File: src/rtl/hazard_controller_if.sv
// Pipeline-to-hazard-controller bundle: stage register fields in, stall/flush/forward controls out.
interface hazard_controller_if #(
  parameter int CNT_W = 32
);
  logic [4:0]       IF_ID_rs1;
  logic [4:0]       IF_ID_rs2;
  logic [4:0]       ID_rs1;
  logic [4:0]       ID_rs2;
  logic [4:0]       ID_EX_RD;
  logic             ID_EX_regwrite;
  logic             ID_EX_wb_sel;
  logic [4:0]       EX_MEM_RD;
  logic             EX_MEM_regwrite;
  logic             EX_MEM_memreq;
  logic             dmem_ready;
  logic [4:0]       MEM_WB_RD;
  logic             MEM_WB_regwrite;
  logic             branch_taken;
  logic             stall_F;
  logic             stall_D;
  logic             stall_E;
  logic             stall_M;
  logic             flush_D;
  logic             flush_E;
  logic [1:0]       forward_a;
  logic [1:0]       forward_b;
  logic             mem_timeout;
  logic [CNT_W-1:0] stall_cycles;
  logic [CNT_W-1:0] flush_events;

  modport master (
    output IF_ID_rs1, IF_ID_rs2, ID_rs1, ID_rs2, ID_EX_RD, ID_EX_regwrite, ID_EX_wb_sel,
           EX_MEM_RD, EX_MEM_regwrite, EX_MEM_memreq, dmem_ready, MEM_WB_RD,
           MEM_WB_regwrite, branch_taken,
    input  stall_F, stall_D, stall_E, stall_M, flush_D, flush_E, forward_a, forward_b,
           mem_timeout, stall_cycles, flush_events
  );

  modport slave (
    input  IF_ID_rs1, IF_ID_rs2, ID_rs1, ID_rs2, ID_EX_RD, ID_EX_regwrite, ID_EX_wb_sel,
           EX_MEM_RD, EX_MEM_regwrite, EX_MEM_memreq, dmem_ready, MEM_WB_RD,
           MEM_WB_regwrite, branch_taken,
    output stall_F, stall_D, stall_E, stall_M, flush_D, flush_E, forward_a, forward_b,
           mem_timeout, stall_cycles, flush_events
  );
endinterface

File: src/rtl/hazard_controller.sv
// Stall/flush/forward sequencing for the 5-stage RV32I pipeline, with a data-memory wait watchdog.
//   state      | meaning
//   S_RUN      | normal issue; hazards resolved by priority memstall > branch > load-use
//   S_MEM_WAIT | data memory busy, whole pipeline frozen, wait cycles being counted
//   S_ERROR    | memory never answered; pipeline frozen until reset
module hazard_controller #(
  parameter int CNT_W   = 32,
  parameter int TIMEOUT = 16,
  parameter int TO_W    = 8
) (
  input  logic         clk,
  input  logic         rst,
  hazard_controller_if.slave hz
);

  localparam logic [1:0] S_RUN      = 2'd0;
  localparam logic [1:0] S_MEM_WAIT = 2'd1;
  localparam logic [1:0] S_ERROR    = 2'd2;

  logic [1:0]       r_state;
  logic [1:0]       w_state_nxt;
  logic [TO_W-1:0]  r_wait_cnt;
  logic [TO_W-1:0]  w_wait_cnt_nxt;
  logic             r_mem_timeout;
  logic             w_mem_timeout_nxt;
  logic [CNT_W-1:0] r_stall_cycles;
  logic [CNT_W-1:0] r_flush_events;

  logic             w_memstall;
  logic             w_loaduse;
  logic             w_stall_f;
  logic             w_stall_d;
  logic             w_stall_e;
  logic             w_stall_m;
  logic             w_flush_d;
  logic             w_flush_e;
  logic [1:0]       w_fwd_a;
  logic [1:0]       w_fwd_b;

  assign w_memstall = hz.EX_MEM_memreq & ~hz.dmem_ready & (r_state != S_ERROR);

  assign w_loaduse = hz.ID_EX_wb_sel & hz.ID_EX_regwrite & (hz.ID_EX_RD != 5'd0) &
                     ((hz.ID_EX_RD == hz.IF_ID_rs1) | (hz.ID_EX_RD == hz.IF_ID_rs2));

  always_comb begin
    w_stall_f = 1'b0;
    w_stall_d = 1'b0;
    w_stall_e = 1'b0;
    w_stall_m = 1'b0;
    w_flush_d = 1'b0;
    w_flush_e = 1'b0;
    if (rst) begin
      w_stall_f = 1'b0;
    end else if (r_state == S_ERROR || w_memstall) begin
      w_stall_f = 1'b1;
      w_stall_d = 1'b1;
      w_stall_e = 1'b1;
      w_stall_m = 1'b1;
    end else if (hz.branch_taken) begin
      // the load-use victim sits in ID and is squashed by this flush anyway
      w_flush_d = 1'b1;
      w_flush_e = 1'b1;
    end else if (w_loaduse) begin
      w_stall_f = 1'b1;
      w_stall_d = 1'b1;
      w_flush_e = 1'b1;
    end
  end

  always_comb begin
    w_fwd_a = 2'b00;
    w_fwd_b = 2'b00;
    if (!rst) begin
      if (hz.EX_MEM_regwrite && hz.EX_MEM_RD != 5'd0 && hz.EX_MEM_RD == hz.ID_rs1)
        w_fwd_a = 2'b10;
      else if (hz.MEM_WB_regwrite && hz.MEM_WB_RD != 5'd0 && hz.MEM_WB_RD == hz.ID_rs1)
        w_fwd_a = 2'b01;
      if (hz.EX_MEM_regwrite && hz.EX_MEM_RD != 5'd0 && hz.EX_MEM_RD == hz.ID_rs2)
        w_fwd_b = 2'b10;
      else if (hz.MEM_WB_regwrite && hz.MEM_WB_RD != 5'd0 && hz.MEM_WB_RD == hz.ID_rs2)
        w_fwd_b = 2'b01;
    end
  end

  always_comb begin
    w_state_nxt       = r_state;
    w_wait_cnt_nxt    = r_wait_cnt;
    w_mem_timeout_nxt = r_mem_timeout;
    case (r_state)
      S_RUN: begin
        if (w_memstall) begin
          w_state_nxt    = S_MEM_WAIT;
          w_wait_cnt_nxt = TO_W'(1);
        end
      end
      S_MEM_WAIT: begin
        if (!hz.EX_MEM_memreq || hz.dmem_ready) begin
          w_state_nxt    = S_RUN;
          w_wait_cnt_nxt = '0;
        end else if (r_wait_cnt == TO_W'(TIMEOUT)) begin
          w_state_nxt       = S_ERROR;
          w_mem_timeout_nxt = 1'b1;
        end else begin
          w_wait_cnt_nxt = r_wait_cnt + TO_W'(1);
        end
      end
      S_ERROR: begin
        w_state_nxt = S_ERROR;
      end
      default: begin
        w_state_nxt    = S_RUN;
        w_wait_cnt_nxt = '0;
      end
    endcase
  end

  always_ff @(posedge clk or posedge rst) begin
    if (rst) begin
      r_state       <= S_RUN;
      r_wait_cnt    <= '0;
      r_mem_timeout <= 1'b0;
    end else begin
      r_state       <= w_state_nxt;
      r_wait_cnt    <= w_wait_cnt_nxt;
      r_mem_timeout <= w_mem_timeout_nxt;
    end
  end

  // performance counters stick at all-ones rather than wrapping
  always_ff @(posedge clk or posedge rst) begin
    if (rst) begin
      r_stall_cycles <= '0;
      r_flush_events <= '0;
    end else begin
      if (w_stall_f && r_stall_cycles != '1)
        r_stall_cycles <= r_stall_cycles + CNT_W'(1);
      if (w_flush_d && r_flush_events != '1)
        r_flush_events <= r_flush_events + CNT_W'(1);
    end
  end

  assign hz.stall_F      = w_stall_f;
  assign hz.stall_D      = w_stall_d;
  assign hz.stall_E      = w_stall_e;
  assign hz.stall_M      = w_stall_m;
  assign hz.flush_D      = w_flush_d;
  assign hz.flush_E      = w_flush_e;
  assign hz.forward_a    = w_fwd_a;
  assign hz.forward_b    = w_fwd_b;
  assign hz.mem_timeout  = r_mem_timeout;
  assign hz.stall_cycles = r_stall_cycles;
  assign hz.flush_events = r_flush_events;

endmodule
File: src/flat_wrapper.sv
// flat-port wrapper written by rule: the top's interface ports become plain ports
module hazard_controller_flat 
#(
  parameter int CNT_W   = 32,
  parameter int TIMEOUT = 16,
  parameter int TO_W    = 8
)
  (clk, rst, hz_IF_ID_rs1, hz_IF_ID_rs2, hz_ID_rs1, hz_ID_rs2, hz_ID_EX_RD, hz_ID_EX_regwrite, hz_ID_EX_wb_sel, hz_EX_MEM_RD, hz_EX_MEM_regwrite, hz_EX_MEM_memreq, hz_dmem_ready, hz_MEM_WB_RD, hz_MEM_WB_regwrite, hz_branch_taken, hz_stall_F, hz_stall_D, hz_stall_E, hz_stall_M, hz_flush_D, hz_flush_E, hz_forward_a, hz_forward_b, hz_mem_timeout, hz_stall_cycles, hz_flush_events);
  hazard_controller_if #(.CNT_W(CNT_W)) hz_i ();
  input  logic clk;
  input  logic rst;
  input wire logic [$bits(hz_i.IF_ID_rs1)-1:0] hz_IF_ID_rs1;
  input wire logic [$bits(hz_i.IF_ID_rs2)-1:0] hz_IF_ID_rs2;
  input wire logic [$bits(hz_i.ID_rs1)-1:0] hz_ID_rs1;
  input wire logic [$bits(hz_i.ID_rs2)-1:0] hz_ID_rs2;
  input wire logic [$bits(hz_i.ID_EX_RD)-1:0] hz_ID_EX_RD;
  input wire logic [$bits(hz_i.ID_EX_regwrite)-1:0] hz_ID_EX_regwrite;
  input wire logic [$bits(hz_i.ID_EX_wb_sel)-1:0] hz_ID_EX_wb_sel;
  input wire logic [$bits(hz_i.EX_MEM_RD)-1:0] hz_EX_MEM_RD;
  input wire logic [$bits(hz_i.EX_MEM_regwrite)-1:0] hz_EX_MEM_regwrite;
  input wire logic [$bits(hz_i.EX_MEM_memreq)-1:0] hz_EX_MEM_memreq;
  input wire logic [$bits(hz_i.dmem_ready)-1:0] hz_dmem_ready;
  input wire logic [$bits(hz_i.MEM_WB_RD)-1:0] hz_MEM_WB_RD;
  input wire logic [$bits(hz_i.MEM_WB_regwrite)-1:0] hz_MEM_WB_regwrite;
  input wire logic [$bits(hz_i.branch_taken)-1:0] hz_branch_taken;
  output wire logic [$bits(hz_i.stall_F)-1:0] hz_stall_F;
  output wire logic [$bits(hz_i.stall_D)-1:0] hz_stall_D;
  output wire logic [$bits(hz_i.stall_E)-1:0] hz_stall_E;
  output wire logic [$bits(hz_i.stall_M)-1:0] hz_stall_M;
  output wire logic [$bits(hz_i.flush_D)-1:0] hz_flush_D;
  output wire logic [$bits(hz_i.flush_E)-1:0] hz_flush_E;
  output wire logic [$bits(hz_i.forward_a)-1:0] hz_forward_a;
  output wire logic [$bits(hz_i.forward_b)-1:0] hz_forward_b;
  output wire logic [$bits(hz_i.mem_timeout)-1:0] hz_mem_timeout;
  output wire logic [$bits(hz_i.stall_cycles)-1:0] hz_stall_cycles;
  output wire logic [$bits(hz_i.flush_events)-1:0] hz_flush_events;
  assign hz_i.IF_ID_rs1 = hz_IF_ID_rs1;
  assign hz_i.IF_ID_rs2 = hz_IF_ID_rs2;
  assign hz_i.ID_rs1 = hz_ID_rs1;
  assign hz_i.ID_rs2 = hz_ID_rs2;
  assign hz_i.ID_EX_RD = hz_ID_EX_RD;
  assign hz_i.ID_EX_regwrite = hz_ID_EX_regwrite;
  assign hz_i.ID_EX_wb_sel = hz_ID_EX_wb_sel;
  assign hz_i.EX_MEM_RD = hz_EX_MEM_RD;
  assign hz_i.EX_MEM_regwrite = hz_EX_MEM_regwrite;
  assign hz_i.EX_MEM_memreq = hz_EX_MEM_memreq;
  assign hz_i.dmem_ready = hz_dmem_ready;
  assign hz_i.MEM_WB_RD = hz_MEM_WB_RD;
  assign hz_i.MEM_WB_regwrite = hz_MEM_WB_regwrite;
  assign hz_i.branch_taken = hz_branch_taken;
  assign hz_stall_F = hz_i.stall_F;
  assign hz_stall_D = hz_i.stall_D;
  assign hz_stall_E = hz_i.stall_E;
  assign hz_stall_M = hz_i.stall_M;
  assign hz_flush_D = hz_i.flush_D;
  assign hz_flush_E = hz_i.flush_E;
  assign hz_forward_a = hz_i.forward_a;
  assign hz_forward_b = hz_i.forward_b;
  assign hz_mem_timeout = hz_i.mem_timeout;
  assign hz_stall_cycles = hz_i.stall_cycles;
  assign hz_flush_events = hz_i.flush_events;
  hazard_controller #(.CNT_W(CNT_W), .TIMEOUT(TIMEOUT), .TO_W(TO_W)) u_core (.clk(clk), .rst(rst), .hz(hz_i));
endmodule
File: config.mk
export PLATFORM = sky130hd
export DESIGN_NAME = hazard_controller_flat
export DESIGN_NICKNAME = d
export VERILOG_FILES = /design/src/rtl/hazard_controller_if.sv /design/src/rtl/hazard_controller.sv /design/src/flat_wrapper.sv
export SDC_FILE = /design/constraint.sdc
export NUM_CORES = 1
export LEC_CHECK = 0
export BUFFER_PORTS_ARGS = -buffer_cell sky130_fd_sc_hd__buf_2
export CORE_MARGIN = 2
export CORE_UTILIZATION = 40
export CTS_BUF_LIST = sky130_fd_sc_hd__clkbuf_4 sky130_fd_sc_hd__clkbuf_8
export CTS_CLUSTER_SIZE = 30
export DETAILED_ROUTE_END_ITERATION = 16
export SLEW_MARGIN = 20
export SYNTH_ARGS = -nofsm -noshare
export SYNTH_HDL_FRONTEND = slang
export SYNTH_SLANG_ARGS = --single-unit
File: constraint.sdc
create_clock -name clk -period 4.6 [get_ports clk]
set_input_delay 0.92 -clock clk [delete_from_list [all_inputs] [get_ports clk]]
set_output_delay 0.92 -clock clk [all_outputs]
set_load 0.05 [all_outputs]
After elaboration in Yosys (flattened, before gate mapping)

Index checks and enable logic that the tools add are counted.

$mul: 0
Bitwise operators: 9
Order comparisons: 0
Add/subtract/negate cells: 3
Reductions and logical operators: 18
Mux-type cells: 26
Equality and inequality tests: 15
Shifts and indexed selects: 0
Divide/modulo/power cells: 0

Operators by type and width:

| kind                                                  | count |
|---|---|
| adder 32 x 1 -> 32 bit, second input constant         | 2 |
| inequality test 32 bit, second input constant         | 2 |
| equality test 5 bit                                   | 6 |
| 2-to-1 mux 8 bit                                      | 3 |
| case mux 8 bit (3 select lines)                       | 1 |
| nonzero test 5 bit                                    | 3 |
| 2-to-1 mux 1 bit                                      | 14 |
| 2-to-1 mux 2 bit                                      | 7 |
| adder 8 x 1 -> 8 bit, second input constant           | 1 |
| equality test 8 x 5 -> 1 bit, second input constant   | 1 |
| logical AND 1 bit                                     | 8 |
| case mux 2 bit (3 select lines)                       | 1 |
| AND reduction 3 bit                                   | 2 |
| AND 1 bit                                             | 5 |
| inequality test 3 x 1 -> 1 bit, second input constant | 1 |
| inequality test 3 x 2 -> 1 bit, second input constant | 1 |
| inverter 1 bit                                        | 3 |
| equality test 2 x 1 -> 1 bit, second input constant   | 1 |
| equality test 2 bit, second input constant            | 1 |
| zero test 2 bit                                       | 1 |
| logical OR 1 bit                                      | 2 |
| inequality test 2 x 1 -> 1 bit, second input constant | 1 |
| inequality test 2 bit, second input constant          | 1 |
| AND reduction 2 bit                                   | 1 |
| 2 further kinds                                       | 2 |

Word-level logic and storage cells: 76
Output and inout port bits: 75
Bits in registers: 75
Memory bits (writable): 0
Latch bits: 0
Memories kept: 0
ROM bits: 0
Input port bits: 44

Longest topological paths before layout

Gate-level depths: netlist of run 1.

Depth after elaboration: 8
Depth in mapped cells: 10
Gate-level depth less buffers: 8

Worst setup path before layout of run 1

No wires, ideal clock.

Path type: input to output
Start point: in rst
End point: out hz_forward_a[0]
Arrival: 4.821 ns
Slack: -1.141 ns
Stages on the path: 4
Buffers on the path: 0
Cell sequence: inv_1 o211ai_1 or4_1 nor4_1

Word-level cells in the longest chain between the ends: 1

RTL lines:

| what             | line                    | text |
|---|---|---|
| start, declared  | flat_wrapper.sv:11      | `input logic rst;` |
| 2-to-1 mux 2 bit | hazard_controller.sv:73 | `if (!rst) begin` |
| end, declared    | flat_wrapper.sv:32      | `output wire logic [$bits(hz_i.forward_a)-1:0] hz_forward_a;` |

Every way passes these cells.

Final worst setup path of run 1

Start point: in hz_EX_MEM_RD[0]
End point: out hz_forward_a[0]

Word-level cells in the longest chain between the ends: 5
Elaborated cells on any way between the ends: 6
Those cells by class: eq/ne: 1; mux: 2; reduce/logical: 3

RTL lines:

| what                | line                    | text |
|---|---|---|
| start, declared     | flat_wrapper.sv:19      | `input wire logic [$bits(hz_i.EX_MEM_RD)-1:0] hz_EX_MEM_RD;` |
| nonzero test 5 bit  | hazard_controller.sv:74 | `if (hz.EX_MEM_regwrite && hz.EX_MEM_RD != 5'd0 && hz.EX_MEM_RD == hz.ID_rs1)` |
| logical AND 1 bit   | hazard_controller.sv:74 |  |
| logical AND 1 bit * | hazard_controller.sv:74 |  |
| 2-to-1 mux 2 bit *  | hazard_controller.sv:74 |  |
| 2-to-1 mux 2 bit *  | hazard_controller.sv:73 |  |

Mark *: on every way between the ends. The rest lies on a longest branch, timed or not.

==> results of run 1 <==
## worst max-delay path, cell delays in order
cell,delay [ns]
buf_2,0.12
or4_1,0.51
o21ai_0,0.36
nor3_1,0.14
nor4_2,0.28
buf_2,0.31
## registers in the layout, summed over array words and instances, names as in the netlist
signal and flops:
u_core.hz.flush_events 32, u_core.hz.mem_timeout 1, u_core.hz.stall_cycles 32, u_core.r_state 2, u_core.r_wait_cnt 8
## cells in the mapped netlist, types with 5 or more instances
library cell and count:
o21ai_0 7, xnor2_1 51, nand3_1 28, and4_1 5, nor2_1 26, dfrtp_1 75
and4_2 5, and2_1 5, nor2_2 5, xor2_1 46, nand4_1 24, or4_1 5
nor4_1 7, nand2_1 29, inv_1 7, nor3_1 10, and3_1 15
## final cells by class
class | count | area, sq um
Clock buffer | 12 | 159
Timing Repair Buffer | 119 | 598
Tap cell | 136 | 170
Clock inverter | 4 | 72.6
Sequential cell | 75 | 1880
Multi-Input combinational cell | 315 | 2220
Fill cell | 972 | 5100
Inverter | 7 | 30.0
## worst paths after layout
check / end / slack, ns / startpoint
min reg2reg: u_core.hz.mem_timeout / 0.47 / u_core.hz.mem_timeout
min: u_core.hz.mem_timeout / 0.47 / u_core.hz.mem_timeout
max reg2reg: u_core.hz.stall_cycles[4] / 2.15 / u_core.hz.stall_cycles[0]
min in group asynchronous: u_core.hz.stall_cycles[29] / 0.98 / rst
max in group asynchronous: u_core.hz.flush_events[7] / 3.00 / rst
max: hz_forward_a[0] / 1.04 / hz_EX_MEM_RD[0]
## stage by stage
stage                     setup slack (ns)  utilization [%]  instances
final                                 1.04             50.1        668
after global routing                 0.914             50.1        668
after CTS                             1.05             50.1        668
after detailed placement              1.05             47.9        652
after global placement                1.11             47.9        652
after floorplan                      0.303                -        405
## power groups by stage
| stage | clock (uW) | combinational [uW] | sequential, uW |
|---|---|---|---|
| final | 585 | 319 | 753 |
| after global routing | 627 | 346 | 760 |
| after CTS | 599 | 323 | 754 |
| after detailed placement | 0 | 322 | 767 |
| after global placement | 0 | 319 | 765 |
| after floorplan | 0 | 115 | 870 |
## routing by layer
layer / share of wire [%] / global-route usage [%] / vias up
li1: - / - / 1678
met1: 45 / 23.3 / 1658
met2: 47 / 29.3 / 89
met3: 5.8 / 4.78 / 20
met4: 2.1 / 6.58 / 0
met5: 0 / 0 / -
## cells by family (layout without fill, tap and decap cells)
logic type               count (synthesis)  count (layout)  share of synthesized area (%)
adder cells (fa/ha/maj)                  4               4                           1.20
multiplexers                             2               2                          0.539
AND/OR/NAND/NOR                        188             188                           26.7
XOR/XNOR                                97              97                           20.3
flip-flops                              75              75                           44.9
AO/OA/AOI/OAI                           24              24                           4.16
buffers and inverters                   15             142                           2.19
==> qor.txt, run 1 <==
Max Fclk: 281 MHz
Peak supply drop: 0.185 mV
most frequent cells in the layout: buf_2 (118), dfrtp_1 (75), xnor2_1 (51), xor2_1 (46), nand2_1 (29)
Static Leakage: 0.00257 uW
slew at the pin closest to its max-slew limit: 0.965 ns
hold violation count in the final report: 0
global placement routability congestion: 0.915
required time of the critical path: 3.68 ns
total nets after synthesis: 453
remaining number of nets flagged by the antenna check after routing: 0
Final setup viols: 0
share of final-layout standard cells stronger than drive strength 1: 32.0%
sequential cell fraction of total power: 45.4%
later-pin clock latency in the skew report: 0.36 ns
total number of yosys warnings: 0
detailed-route via count: 3,445
# DRC: 0
Worst Hold Margin: 0.469 ns
die width: 106 um
cell area after layout: 5130 sq um
Clk network pwr share: 35.3%
outcome: completed
post-placement cell area: 4900 sq um
number of diodes: 0
Inserted Clock Buffers: 9
part of the Yosys area used for sequential elements: 44.9%
layout overhead on the synthesized area: 22.8%
overall power: 1660 uW
via count of the first global-routing pass: 3,437
pwr/cell area: 323 nW/um^2
Slew headroom: 35.7%
Cells after Synth: 405
Post-synth top flop: dfrtp_1
category of the critical setup timing path: primary input to primary output
Worst Path Max Fanout: 4
Hold WC Path Type: register to register
Fin Clk Skew: 0.0115 ns
average wire per cell in the routed design: 14.3 um
deepest level of the CTS H-tree: 3
synth top area cells: dfrtp_1 (45%), xnor2_1 (11%), xor2_1 (9.6%), nand4_1 (3.6%), nand3_1 (3.4%)
CTS resizes: 0
standard-cell rows: 37
cell count of the worst hold path: 1
Bufs on Longest Clock Path: 2
switching share of power: 31.8%
vias per cell: 5.16
unique cell type count in the Yosys netlist: 52
port buffer count: 118
crit end category: primary output
netlist area before placement: 4180 sq um
Tot GR Track Use: 18.1%
net switching power figure: 526 uW
clock period minus final worst setup slack: 3.56 ns
clock tree sinks: 75
Pre-antenna DRT Iters: 4
initial antenna violation count: 0
clock transition time at the flip-flop clock pins of the worst setup and hold paths: 0.08 ns
number of DRC markers after the initial detailed-route iteration: 107
combinational share of power: 19.3%
Period Utilization, post-route: 77.4%
remaining global-route overflow: 0
post-CTS repair timing setup buffer count: 0
total I/O pin count: 119
setup_tns: 0 ns
most common cell after layout, fill and taps aside: buf_2
total wirelength of the detailed-routed design: 9.54 mm
share of synthesized registers carrying an async set or reset: 100%
max-slew violations: 0
number of buffers added to fix hold violations after cts: 0
Avg Inst Size Synth: 10.3 sq um
top cell type's share of synthesized area: 44.9%
number of flops mapped to enable cells by yosys: 0
starting density of the core: 40.8%
area of the die: 11,300 sq um
cell chosen for the clock root: clkbuf_8
internal power contribution: 1130 uW
number of cells on the worst reg-to-reg path: 7
reported max-cap violation count: 0
TritonCTS clock tree: yes
kind of launch point of the worst setup path: primary input
largest net degree at the start of global routing: 76
post-synthesis cell type with the largest combined area: dfrtp_1
RSZ-0062 raised after global routing: false
NumNets Final: 575
number of storage elements in the synthesis netlist: 75
detailed-placement wirelength estimate: 7.23 mm
CP arrival: 2.64 ns
first-pass GRT wire length: 16.2 mm
Std-Cell Core Area: 10,200 sq um
die height: 106 um
(Power assumes the default switching activity.)
==> run 2: changes to the inputs <==
- clock period: 4.6 -> 3.33 ns (I/O delays scaled with it)
==> qor.txt, run 2 (synthesis results as in run 1) <==
outcome: completed
detailed-placement wirelength estimate: 7.24 mm
# DRC: 0
die width: 106 um
standard-cell rows: 37
kind of launch point of the worst setup path: primary input
critical path's most frequent cell: buf_2
setup_tns: 0 ns
Bufs on Longest Clock Path: 2
required time of the critical path: 2.66 ns
number of cells on the worst reg-to-reg path: 7
cell area after layout: 5120 sq um
via count of the first global-routing pass: 3,296
slew at the pin closest to its max-slew limit: 0.961 ns
Peak supply drop: 0.470 mV
Max Fclk: 327 MHz
remaining number of nets flagged by the antenna check after routing: 0
Critical Path Source: hz_EX_MEM_RD[0]
area of the die: 11,300 sq um
number of diodes: 0
number of DRC markers after the initial detailed-route iteration: 117
cell with the largest stage delay on the worst path: or4_1
crit end category: primary output
global placement routability congestion: 0.886
Slew headroom: 35.9%
CTS resizes: 0
max-slew violations: 0
post-placement cell area: 4940 sq um
Hold WC Path Type: register to register
category of the critical setup timing path: primary input to primary output
reported max-cap violation count: 0
initial antenna violation count: 0
die height: 106 um
post-CTS repair timing setup buffer count: 0
RSZ-0062 raised after global routing: false
layout overhead on the synthesized area: 22.5%
cell count of the worst hold path: 1
cell chosen for the clock root: clkbuf_8
detailed-route via count: 3,403
largest net degree at the start of global routing: 46
largest delay contributor family on the critical path: simple AND/OR/NAND/NOR gates
total I/O pin count: 119
number of buffers added to fix hold violations after cts: 0
vias per cell: 5.08
pwr/cell area: 414 nW/um^2
Fin Clk Skew: 0.0225 ns
starting density of the core: 40.8%
Worst Hold Margin: 0.459 ns
Final WS setup: 0.275 ns
dpl ws: 0.274 ns
worst path cell trace: buf_2 > or4_1 > o21ai_0 > nor3_1 > nor4_4 > buf_2
clock period minus final worst setup slack: 3.05 ns
Pre-antenna DRT Iters: 4
overall power: 2120 uW
average wire per cell in the routed design: 14.1 um
later-pin clock latency in the skew report: 0.35 ns
deepest level of the CTS H-tree: 3
Std-Cell Core Area: 10,200 sq um
launch instance of the worst min-delay path: u_core.hz.mem_timeout
NumNets Final: 577
TritonCTS clock tree: yes
Worst Path Max Fanout: 4
Period Utilization, post-route: 91.7%
remaining global-route overflow: 0
Worst R2R Start: u_core.hz.stall_cycles[0]
Static Leakage: 0.00256 uW
first-pass GRT wire length: 15.8 mm
most frequent cells in the layout: buf_2 (118), dfrtp_1 (75), xnor2_1 (51), xor2_1 (46), nand2_1 (29)
Inserted Clock Buffers: 9
hold violation count in the final report: 0
Worst path depth: 6
Buf+Inv Stages, Crit Path: 2
share of final-layout standard cells stronger than drive strength 1: 32.6%
CP arrival: 2.39 ns
clock tree sinks: 75
Final setup viols: 0
clock transition time at the flip-flop clock pins of the worst setup and hold paths: 0.08 ns
Tot GR Track Use: 17.3%
total wirelength of the detailed-routed design: 9.46 mm
Worst path max stage delay: 0.50 ns
port buffer count: 118
most common cell after layout, fill and taps aside: buf_2
==> run 2: report_power, final <==
| group | internal, uW | switching (uW) | leakage (uW) |
|---|---|---|---|
| clock network | 301 | 348 | 0.0000854 |
| logic | 132 | 311 | 0.00144 |
| registers | 961 | 67.6 | 0.00103 |
| total | 1390 | 727 | 0.00256 |
==> run 2: layer usage <==
metal | track usage (%) | wire, um | up-vias
met5 | 0 | 0 | -
met4 | 6.58 | 167 | 0
met3 | 3.37 | 426 | 15
met2 | 28.2 | 4550 | 69
met1 | 22.9 | 4320 | 1638
li1 | - | - | 1681
==> run 2: path summary, 6_finish.rpt <==
path,end,slack [ns]
max,hz_forward_a[0],0.28
min,u_core.hz.mem_timeout,0.46
max reg2reg,u_core.hz.stall_cycles[25],0.90
min reg2reg,u_core.hz.mem_timeout,0.46
max in group asynchronous,u_core.hz.flush_events[10],2.36
min in group asynchronous,u_core.r_state[0],0.50
==> run 2: layout make-up <==
class,count,area [sq um]
inverter,7,30.0
multi-input combinational,315,2250
tap,136,170
clock inverter,5,36.3
fill,983,5110
timing repair buffer,121,613
clock buffer,11,145
sequential,75,1880
==> run 2: through the flow <==
step                      utilization [%]  instances
after floorplan                         -        405
after global routing                 50.0        670
after global placement               48.3        654
after detailed placement             48.3        654
final                                50.0        670
after CTS                            50.0        670
